[src/rtl/dmx512_tx_pkg.sv]
`default_nettype none
// +----------------------------------------------------------------------+
// | dmx_pkg                                                              |
// | Shared DMX512 transmitter constants and FSM state type.              |
// | Revision: 1.0                                                        |
// +----------------------------------------------------------------------+
package dmx_pkg;

  localparam int DMX_MAX_SLOTS = 512;
  localparam int SLOT_AW       = 9;
  localparam int DMX_STOP_BITS = 2;
  localparam int DMX_DATA_BITS = 8;

  typedef enum logic [2:0] {
    IDLE      = 3'd0,
    BREAK     = 3'd1,
    MAB       = 3'd2,
    START_BIT = 3'd3,
    DATA      = 3'd4,
    STOP      = 3'd5,
    END       = 3'd6
  } dmx_state_t;

endpackage
`default_nettype wire

[src/rtl/dmx512_tx_if.sv]
`default_nettype none
// +----------------------------------------------------------------------+
// | dmx512_tx_if                                                         |
// | Control, slot-RAM and line-side signals of the DMX512 transmitter.   |
// | Optional macro: DMX_MOD_EN adds the TX1_N/TX2_N modulated pair.      |
// | Revision: 1.0                                                        |
// +----------------------------------------------------------------------+
interface dmx512_tx_if;
  import dmx_pkg::*;

  logic               START;
  logic               CONT;
  logic [7:0]         START_CODE;
  logic [SLOT_AW-1:0] SLOT_ADDR;
  logic [7:0]         SLOT_DATA;
  logic               TX;
  logic               TX_EN;
  logic               BUSY;
  logic               DONE;
`ifdef DMX_MOD_EN
  logic               TX1_N;
  logic               TX2_N;
`endif

  modport master (
    output START, CONT, START_CODE, SLOT_DATA,
    input  SLOT_ADDR, TX, TX_EN, BUSY, DONE
`ifdef DMX_MOD_EN
    , TX1_N, TX2_N
`endif
  );

  modport slave (
    input  START, CONT, START_CODE, SLOT_DATA,
    output SLOT_ADDR, TX, TX_EN, BUSY, DONE
`ifdef DMX_MOD_EN
    , TX1_N, TX2_N
`endif
  );

endinterface
`default_nettype wire

[src/rtl/dmx512_tx_baud_tick.sv]
`default_nettype none
// +----------------------------------------------------------------------+
// | dmx_baud_tick                                                        |
// | DIV-cycle bit timer with synchronous clear and one-cycle ticks.      |
// | Revision: 1.0                                                        |
// +----------------------------------------------------------------------+
module dmx_baud_tick #(
  parameter int DIV = 48
) (
  input  wire  CLK12,
  input  wire  RST,
  input  wire  clear,
  output logic tick,
  output logic pre_tick
);

  localparam int             c_W    = (DIV > 1) ? $clog2(DIV) : 1;
  localparam logic [c_W-1:0] c_LAST = c_W'(DIV - 1);
  localparam logic [c_W-1:0] c_PRE  = c_W'(DIV - 2);

  logic [c_W-1:0] r_cnt;

  always_ff @(posedge CLK12 or posedge RST) begin
    if (RST) begin
      r_cnt <= '0;
    end else if (clear || (r_cnt == c_LAST)) begin
      r_cnt <= '0;
    end else begin
      r_cnt <= r_cnt + c_W'(1);
    end
  end

  // tick marks the last cycle of a bit; pre_tick the cycle before it
  assign tick     = (r_cnt == c_LAST) && !clear;
  assign pre_tick = (r_cnt == c_PRE)  && !clear;

endmodule
`default_nettype wire

[src/rtl/dmx512_tx.sv]
`default_nettype none
// +----------------------------------------------------------------------+
// | dmx512_tx                                                            |
// | DMX512 frame transmitter: BREAK, MAB, start code and SLOTS 8N2 slots.|
// | Optional macro: DMX_MOD_EN adds carrier-modulated TX1_N/TX2_N.       |
// | Revision: 1.0                                                        |
// +----------------------------------------------------------------------+
module dmx512_tx
  import dmx_pkg::*;
#(
  parameter int CLK_HZ     = 12_000_000,
  parameter int BAUD       = 250_000,
  parameter int SLOTS      = 512,
  parameter int BREAK_BITS = 23,
  parameter int MAB_BITS   = 3
) (
  input wire         CLK12,
  input wire         RST,
  dmx512_tx_if.slave bus
);

  localparam int              c_DIV       = CLK_HZ / BAUD;
  localparam int              c_BW        = $clog2(BREAK_BITS + MAB_BITS + DMX_DATA_BITS);
  localparam logic [c_BW-1:0] c_BRK_LAST  = c_BW'(BREAK_BITS - 1);
  localparam logic [c_BW-1:0] c_MAB_LAST  = c_BW'(MAB_BITS - 1);
  localparam logic [c_BW-1:0] c_DATA_LAST = c_BW'(DMX_DATA_BITS - 1);
  localparam logic [c_BW-1:0] c_STOP_LAST = c_BW'(DMX_STOP_BITS - 1);
  localparam logic [9:0]      c_LAST_SLOT = 10'(SLOTS);

  dmx_state_t         r_state;
  logic [c_BW-1:0]    r_bit;
  logic [9:0]         r_slot;
  logic [7:0]         r_shift;
  logic [7:0]         r_code;
  logic               r_load;
  logic [SLOT_AW-1:0] r_addr;
  logic               r_tx;
  logic               r_tx_en;
  logic               r_busy;
  logic               r_done;

  logic w_clear;
  logic w_tick;
  logic w_pre_tick;

  // Holding the timer cleared while idle aligns every bit to the frame start
  assign w_clear = (r_state == IDLE);

  dmx_baud_tick #(
    .DIV (c_DIV)
  ) u_baud (
    .CLK12    (CLK12),
    .RST      (RST),
    .clear    (w_clear),
    .tick     (w_tick),
    .pre_tick (w_pre_tick)
  );

  always_ff @(posedge CLK12 or posedge RST) begin
    if (RST) begin
      r_state <= IDLE;
      r_bit   <= '0;
      r_slot  <= '0;
      r_shift <= '0;
      r_code  <= '0;
      r_load  <= 1'b0;
      r_addr  <= '0;
      r_tx    <= 1'b1;
      r_tx_en <= 1'b0;
      r_busy  <= 1'b0;
      r_done  <= 1'b0;
    end else begin
      r_done <= 1'b0;
      r_load <= 1'b0;
      case (r_state)
        IDLE: begin
          r_tx    <= 1'b1;
          r_tx_en <= 1'b0;
          r_busy  <= 1'b0;
          if (bus.START) begin
            r_state <= BREAK;
            r_tx    <= 1'b0;
            r_tx_en <= 1'b1;
            r_busy  <= 1'b1;
            r_bit   <= '0;
            r_slot  <= '0;
            r_addr  <= '0;
            r_code  <= bus.START_CODE;
          end
        end
        BREAK: begin
          if (w_tick) begin
            if (r_bit == c_BRK_LAST) begin
              r_state <= MAB;
              r_tx    <= 1'b1;
              r_bit   <= '0;
            end else begin
              r_bit <= r_bit + c_BW'(1);
            end
          end
        end
        MAB: begin
          if (w_tick) begin
            if (r_bit == c_MAB_LAST) begin
              r_state <= START_BIT;
              r_tx    <= 1'b0;
              r_load  <= 1'b1;
              r_bit   <= '0;
            end else begin
              r_bit <= r_bit + c_BW'(1);
            end
          end
        end
        START_BIT: begin
          if (r_load) begin
            r_shift <= (r_slot == '0) ? r_code : bus.SLOT_DATA;
          end
          if (w_tick) begin
            r_state <= DATA;
            r_tx    <= r_shift[0];
            r_shift <= {1'b0, r_shift[7:1]};
          end
        end
        DATA: begin
          if (w_tick) begin
            if (r_bit == c_DATA_LAST) begin
              r_state <= STOP;
              r_tx    <= 1'b1;
              r_bit   <= '0;
              // The next slot's address gets a full stop bit to settle in the RAM
              if (r_slot != c_LAST_SLOT) begin
                r_addr <= r_slot[SLOT_AW-1:0];
              end
            end else begin
              r_tx    <= r_shift[0];
              r_shift <= {1'b0, r_shift[7:1]};
              r_bit   <= r_bit + c_BW'(1);
            end
          end
        end
        STOP: begin
          if (w_pre_tick && (r_bit == c_STOP_LAST) && (r_slot == c_LAST_SLOT)) begin
            r_done <= 1'b1;
          end
          if (w_tick) begin
            if (r_bit != c_STOP_LAST) begin
              r_bit <= r_bit + c_BW'(1);
            end else if (r_slot != c_LAST_SLOT) begin
              r_state <= START_BIT;
              r_tx    <= 1'b0;
              r_load  <= 1'b1;
              r_bit   <= '0;
              r_slot  <= r_slot + 10'd1;
            end else if (bus.CONT) begin
              // End of frame is resolved on this edge so chained frames have no gap
              r_state <= BREAK;
              r_tx    <= 1'b0;
              r_bit   <= '0;
              r_slot  <= '0;
              r_addr  <= '0;
              r_code  <= bus.START_CODE;
            end else begin
              r_state <= IDLE;
              r_tx    <= 1'b1;
              r_tx_en <= 1'b0;
              r_busy  <= 1'b0;
            end
          end
        end
        default: begin
          r_state <= IDLE;
          r_tx    <= 1'b1;
          r_tx_en <= 1'b0;
          r_busy  <= 1'b0;
        end
      endcase
    end
  end

  assign bus.SLOT_ADDR = r_addr;
  assign bus.TX        = r_tx;
  assign bus.TX_EN     = r_tx_en;
  assign bus.BUSY      = r_busy;
  assign bus.DONE      = r_done;

`ifdef DMX_MOD_EN
  logic r_mod;

  always_ff @(posedge CLK12 or posedge RST) begin
    if (RST) begin
      r_mod <= 1'b0;
    end else begin
      r_mod <= ~r_mod;
    end
  end

  assign bus.TX1_N = ~(r_tx_en & ~r_tx & r_mod);
  assign bus.TX2_N = ~(r_tx_en & ~r_tx & ~r_mod);
`endif

endmodule
`default_nettype wire

[src/flat_wrapper.sv]
// flat-port wrapper written by rule: the top's interface ports become plain ports
module dmx512_tx_flat import dmx_pkg::*;
#(
  parameter int CLK_HZ     = 12_000_000,
  parameter int BAUD       = 250_000,
  parameter int SLOTS      = 512,
  parameter int BREAK_BITS = 23,
  parameter int MAB_BITS   = 3
)
  (CLK12, RST, bus_START, bus_CONT, bus_START_CODE, bus_SLOT_DATA, bus_SLOT_ADDR, bus_TX, bus_TX_EN, bus_BUSY, bus_DONE);
  dmx512_tx_if bus_i ();
  input wire CLK12;
  input wire RST;
  input wire logic [$bits(bus_i.START)-1:0] bus_START;
  input wire logic [$bits(bus_i.CONT)-1:0] bus_CONT;
  input wire logic [$bits(bus_i.START_CODE)-1:0] bus_START_CODE;
  input wire logic [$bits(bus_i.SLOT_DATA)-1:0] bus_SLOT_DATA;
  output wire logic [$bits(bus_i.SLOT_ADDR)-1:0] bus_SLOT_ADDR;
  output wire logic [$bits(bus_i.TX)-1:0] bus_TX;
  output wire logic [$bits(bus_i.TX_EN)-1:0] bus_TX_EN;
  output wire logic [$bits(bus_i.BUSY)-1:0] bus_BUSY;
  output wire logic [$bits(bus_i.DONE)-1:0] bus_DONE;
  assign bus_i.START = bus_START;
  assign bus_i.CONT = bus_CONT;
  assign bus_i.START_CODE = bus_START_CODE;
  assign bus_i.SLOT_DATA = bus_SLOT_DATA;
  assign bus_SLOT_ADDR = bus_i.SLOT_ADDR;
  assign bus_TX = bus_i.TX;
  assign bus_TX_EN = bus_i.TX_EN;
  assign bus_BUSY = bus_i.BUSY;
  assign bus_DONE = bus_i.DONE;
  dmx512_tx #(.CLK_HZ(CLK_HZ), .BAUD(BAUD), .SLOTS(SLOTS), .BREAK_BITS(BREAK_BITS), .MAB_BITS(MAB_BITS)) u_core (.CLK12(CLK12), .RST(RST), .bus(bus_i));
endmodule
[config.mk]
export PLATFORM = sky130hd
export DESIGN_NAME = dmx512_tx_flat
export DESIGN_NICKNAME = d
export VERILOG_FILES = /design/src/rtl/dmx512_tx_pkg.sv /design/src/rtl/dmx512_tx_if.sv /design/src/rtl/dmx512_tx_baud_tick.sv /design/src/rtl/dmx512_tx.sv /design/src/flat_wrapper.sv
export SDC_FILE = /design/constraint.sdc
export NUM_CORES = 1
export LEC_CHECK = 0
export CORE_MARGIN = 2
export CORE_UTILIZATION = 57
export CTS_CLUSTER_SIZE = 24
export DETAILED_ROUTE_END_ITERATION = 12
export PLACE_DENSITY = 0.84
export REMOVE_ABC_BUFFERS = 1
export SYNTH_ARGS = -nofsm -noshare
export SYNTH_HDL_FRONTEND = slang
export SYNTH_HIERARCHICAL = 1
export SYNTH_SLANG_ARGS = --single-unit
export TNS_END_PERCENT = 100
[constraint.sdc]
create_clock -name CLK12 -period 3 [get_ports CLK12]
set_input_delay 0.45 -clock CLK12 [delete_from_list [all_inputs] [get_ports CLK12]]
set_output_delay 0.45 -clock CLK12 [all_outputs]
set_load 0.005 [all_outputs]
==> summary by stage <==
Placement
The quantity of I/O buffers inserted on ports is 32. Routability-driven placement finished with a final weighted congestion of 0.945. The pre-CTS setup slack is 0.466 ns. The detailed-placement wirelength estimate is 5.18 mm.

Timing
For the pin with the worst max-slew slack, the measured transition is 1.04 ns. The smallest setup slack after layout is 0.436 ns. Timing would allow up to 390 MHz.

Dividing the final minimum period by the clock period gives 0.855. The final total negative setup slack is 0 ns. The final number of hold-violating endpoints came to 0. The maximum clock skew at final layout is 0.0111 ns. The post-route minimum period is 2.56 ns. Measured against its own limit, the worst slew margin works out to 0.304. The final-report setup violation count is 0.

Setup repair after global routing left no endpoint under its margin. The number of slew-limit violations in the final report is 0.

Synth
The share of synthesized area occupied by flip-flops and latches is 0.431. For this run, asynchronously set or reset flops after synthesis account for 1.00. The post-synthesis cell type count is 62. In the synthesized netlist, the number of instances is 320. The average instance area after synthesis is 9.81 µm². For this run, the leading register cell type out of synthesis is sky130_fd_sc_hd__dfrtp_1. The number of synthesized register bits is 54. The Yosys step of the flow raised 6 warnings. The synthesized design contains 0 enable-type register cells. The mapped cell area is 3140 µm².

Power
The switching component of the power is 0.276 mW. Internal power comes to 1.04 mW. Of the total power, the share spent switching nets is 0.210. IR analysis of the VDD net gives a maximum drop of 408 µV. The share of total power dissipated in combinational logic is 0.046. The power density over the cells is 357 nW/µm². Of the total power, registers draw 0.559. The clock network power share is 0.396.

Summed over all cells, the static leakage comes to 1.58 nW.

Floorplanning
From bottom edge to top edge, the die measures 78.2 µm. The die span in x is 78.2 µm. The initial utilization of the core area, before any placement, comes to 0.581. The core region is 5410 µm². The number of cell rows is 27. In this run the count of I/O pins placed on the die edge is 33. The die footprint is 6120 µm².

Route
The post-detailed-route via-to-cell ratio is 6.20. The wire length reported by the detailed router is 7.26 mm. For this run, the detailed router's first-pass iteration total came to 6. The number of DRC markers in iteration 0 is 240. The number of remaining DRC errors is 0. The final antenna-violating net count is 0. The final route contains 2642 vias. The routed wirelength normalized by instance count is 17.0 µm.

Job
Across the run, the number of max-cap violations was 0.

Global routing
The via count of the first global-routing pass is 2602. The final global-route overflow total is 0. The global-route wire length before repair is 12.1 mm. Across every metal layer, demand over resource in global routing totals 0.249.

Entering global routing, the biggest net connects 23 pins. The initial antenna violation count is 0.

Setup path
The signal on the critical path passes through or2_1, nor2_1, nor3_1, buf_4, a21oi_1, nor2_1, a211oi_1, a21o_1. The startpoint type of the worst setup path is a register. At the worst endpoint, the arrival time is 2.82 ns. STA puts the critical path data required time at 3.26 ns. The cell with the largest stage delay on the worst path is sky130_fd_sc_hd__a21oi_1.

The dominant cell type by count on the critical path is sky130_fd_sc_hd__nor2_1. By startpoint and endpoint, the worst setup path is classified as register to register. The worst setup path is captured at a register. The peak per-stage delay on the critical path is 0.81 ns. In this run the worst path has a maximum fanout of 15.

CTS
The number of setup buffers added after CTS is 0. Clock-pin slew was measured on the worst setup and hold paths at 0.10 ns. Buffers inserted to repair hold after CTS numbered 0. Counting every sink on the clock net gives 54. No sink is reached through more buffers than the 2 on the longest clock path.

The H-tree was split into 2 levels. Counting the buffers created by CTS gives 5. The number of gates resized after CTS is 0. The buffer cell driving the clock tree root is sky130_fd_sc_hd__clkbuf_8. The CTS tree is built.

The clock insertion delay at the later pin of the skew report is 0.31 ns.

Layout
The final layout net count is 383. The area growth from synthesis to layout is 17.0%. In the final layout, the share of cells above drive strength 1 is 0.102. The number of antenna diodes in the final layout is 0. Counting the fill cells in the layout gives 443.

Worst hold path
The tightest min-delay check is of the input pin to asynchronous set/reset pin type.

Run status
The run finished with clean final reports.
[layout make-up]
type	count	area (µm²)	area share
sequential	54	1350	0.368
inverter	15	56.3	0.0153
clock buffer	6	82.6	0.0225
multi-input combinational	235	1660	0.451
clock inverter	2	38.8	0.0106
timing repair buffer	42	395	0.108
tap	72	90.1	0.0245
[final timing paths]
check	from	slack [ns]	endpoint	cells after the start
worst max-delay path	u_core/r_state[0]$_DFFE_PP0P_	0.44	u_core/r_shift[4]$_DFFE_PP0P_	8
worst min-delay path	RST	0.39	u_core/u_baud/r_cnt[5]$_DFF_PP0_	2
worst max register to register	u_core/r_state[0]$_DFFE_PP0P_	0.44	u_core/r_shift[4]$_DFFE_PP0P_	8
worst min register to register	u_core/r_shift[3]$_DFFE_PP0P_	0.50	u_core/r_shift[3]$_DFFE_PP0P_	1
max in group asynchronous	RST	1.97	u_core/r_shift[0]$_DFFE_PP0P_	3
min in group CLK12	u_core/r_shift[3]$_DFFE_PP0P_	0.50	u_core/r_shift[3]$_DFFE_PP0P_	1
[stage by stage]
step	util	cell area (µm²)	instances	hold WS (ns)	power (mW)
4_1_cts	0.679	3670	426	0.388	1.33
6_report	0.679	3670	426	0.394	1.31
2_1_floorplan	-	3070	304	0.241	0.769
5_1_grt	0.679	3670	426	0.423	1.36
3_5_place_dp	0.657	3550	418	0.468	0.809
3_3_place_gp	0.657	3550	418	0.461	0.807
[Yosys cell counts, types with 3 or more instances]
| cell | count | share of area |
|---|---|---|
| sky130_fd_sc_hd__nor2_1 | 26 | 0.031 |
| sky130_fd_sc_hd__mux2_1 | 8 | 0.029 |
| sky130_fd_sc_hd__a21oi_1 | 5 | 0.0080 |
| sky130_fd_sc_hd__dfrtp_1 | 53 | 0.42 |
| sky130_fd_sc_hd__a31oi_1 | 4 | 0.0080 |
| sky130_fd_sc_hd__clkbuf_1 | 7 | 0.0084 |
| sky130_fd_sc_hd__nand2b_1 | 5 | 0.010 |
| sky130_fd_sc_hd__nand3_1 | 13 | 0.021 |
| sky130_fd_sc_hd__and2_1 | 3 | 0.0060 |
| sky130_fd_sc_hd__and3_1 | 4 | 0.0080 |
| sky130_fd_sc_hd__o21ai_0 | 12 | 0.019 |
| sky130_fd_sc_hd__o21ai_1 | 12 | 0.019 |
| sky130_fd_sc_hd__a22o_1 | 9 | 0.025 |
| sky130_fd_sc_hd__nor2b_1 | 3 | 0.0060 |
| sky130_fd_sc_hd__ha_1 | 10 | 0.040 |
| sky130_fd_sc_hd__o31ai_1 | 8 | 0.019 |
| sky130_fd_sc_hd__nand4_1 | 3 | 0.0060 |
| sky130_fd_sc_hd__nand2_1 | 22 | 0.026 |
| sky130_fd_sc_hd__nor3_1 | 7 | 0.011 |
| sky130_fd_sc_hd__o211ai_1 | 6 | 0.014 |
| sky130_fd_sc_hd__buf_2 | 8 | 0.013 |
| sky130_fd_sc_hd__o32ai_1 | 3 | 0.0084 |
| sky130_fd_sc_hd__a21o_1 | 8 | 0.019 |
| sky130_fd_sc_hd__mux2i_1 | 10 | 0.032 |
| sky130_fd_sc_hd__inv_1 | 15 | 0.018 |
| sky130_fd_sc_hd__a211oi_1 | 10 | 0.024 |
[layout by cell type (no fill, tap or decap), types with 3 or more instances in the layout]
| cell | instances |
|---|---|
| sky130_fd_sc_hd__a21oi_1 | 5 |
| sky130_fd_sc_hd__o21ai_1 | 12 |
| sky130_fd_sc_hd__nand2_1 | 22 |
| sky130_fd_sc_hd__a31oi_1 | 4 |
| sky130_fd_sc_hd__clkbuf_8 | 6 |
| sky130_fd_sc_hd__nand3_1 | 13 |
| sky130_fd_sc_hd__o21ai_0 | 12 |
| sky130_fd_sc_hd__nor2b_1 | 3 |
| sky130_fd_sc_hd__buf_4 | 10 |
| sky130_fd_sc_hd__a21o_1 | 8 |
| sky130_fd_sc_hd__o211ai_1 | 6 |
| sky130_fd_sc_hd__nand2b_1 | 5 |
| sky130_fd_sc_hd__nor3_1 | 7 |
| sky130_fd_sc_hd__mux2_1 | 8 |
| sky130_fd_sc_hd__clkdlybuf4s50_1 | 32 |
| sky130_fd_sc_hd__nand4_1 | 3 |
| sky130_fd_sc_hd__a211oi_1 | 10 |
| sky130_fd_sc_hd__and2_1 | 3 |
| sky130_fd_sc_hd__inv_1 | 14 |
| sky130_fd_sc_hd__and3_1 | 4 |
| sky130_fd_sc_hd__a22o_1 | 9 |
| sky130_fd_sc_hd__o31ai_1 | 8 |
| sky130_fd_sc_hd__dfrtp_1 | 53 |
| sky130_fd_sc_hd__ha_1 | 10 |
| sky130_fd_sc_hd__mux2i_1 | 10 |
| sky130_fd_sc_hd__o32ai_1 | 3 |
| sky130_fd_sc_hd__nor2_1 | 26 |
[critical path, delay by kind of cell, from the launching register on]
kind	cells	cell delay, ns
buffers and inverters	1	0.19
DFF	1	0.39
and+or+nand+nor	4	0.74
AOI/OAI and AO/OA	3	1.19
[per-layer routing]
metal,track usage,part of all wire,up-vias
met3,0.0425,0.054,16
met4,0.0649,0.014,0
met1,0.330,0.43,1273
met5,0,0,-
met2,0.428,0.50,98
li1,-,-,1255
[sequential cells by signal (all words and copies together), names as in the netlist]
signal,cells
u_core/u_baud/r_cnt,6
u_core/r_shift,8
u_core/r_slot,10
u_core/r_bit,6
u_core/bus.SLOT_ADDR,9
u_core/r_code,8
u_core/bus.TX,1
u_core/bus.BUSY,1
u_core/bus.DONE,1
u_core/r_load,1
u_core/r_state,3
[logic make-up (layout without fill, tap and decap cells)]
group / after synthesis / after routing / share of synthesized area
buffers and inverters: 31 / 65 / 0.0415
and+or+nand+nor: 106 / 106 / 0.189
AOI/OAI and AO/OA: 96 / 96 / 0.223
xor gates and xnor gates: 3 / 3 / 0.00837
adders and majority gates: 10 / 10 / 0.0399
muxes: 20 / 20 / 0.0678
DFF: 54 / 54 / 0.431
[power by group through the flow]
stage          clock network (mW)  registers (mW)  logic, mW
6_report                    0.519           0.734     0.0599
4_1_cts                     0.536           0.734     0.0615
3_5_place_dp                    0           0.748     0.0611
5_1_grt                     0.559           0.734     0.0665
3_3_place_gp                    0           0.748     0.0598
2_1_floorplan                   0           0.747     0.0216
Power figures use the tool's default switching activity.
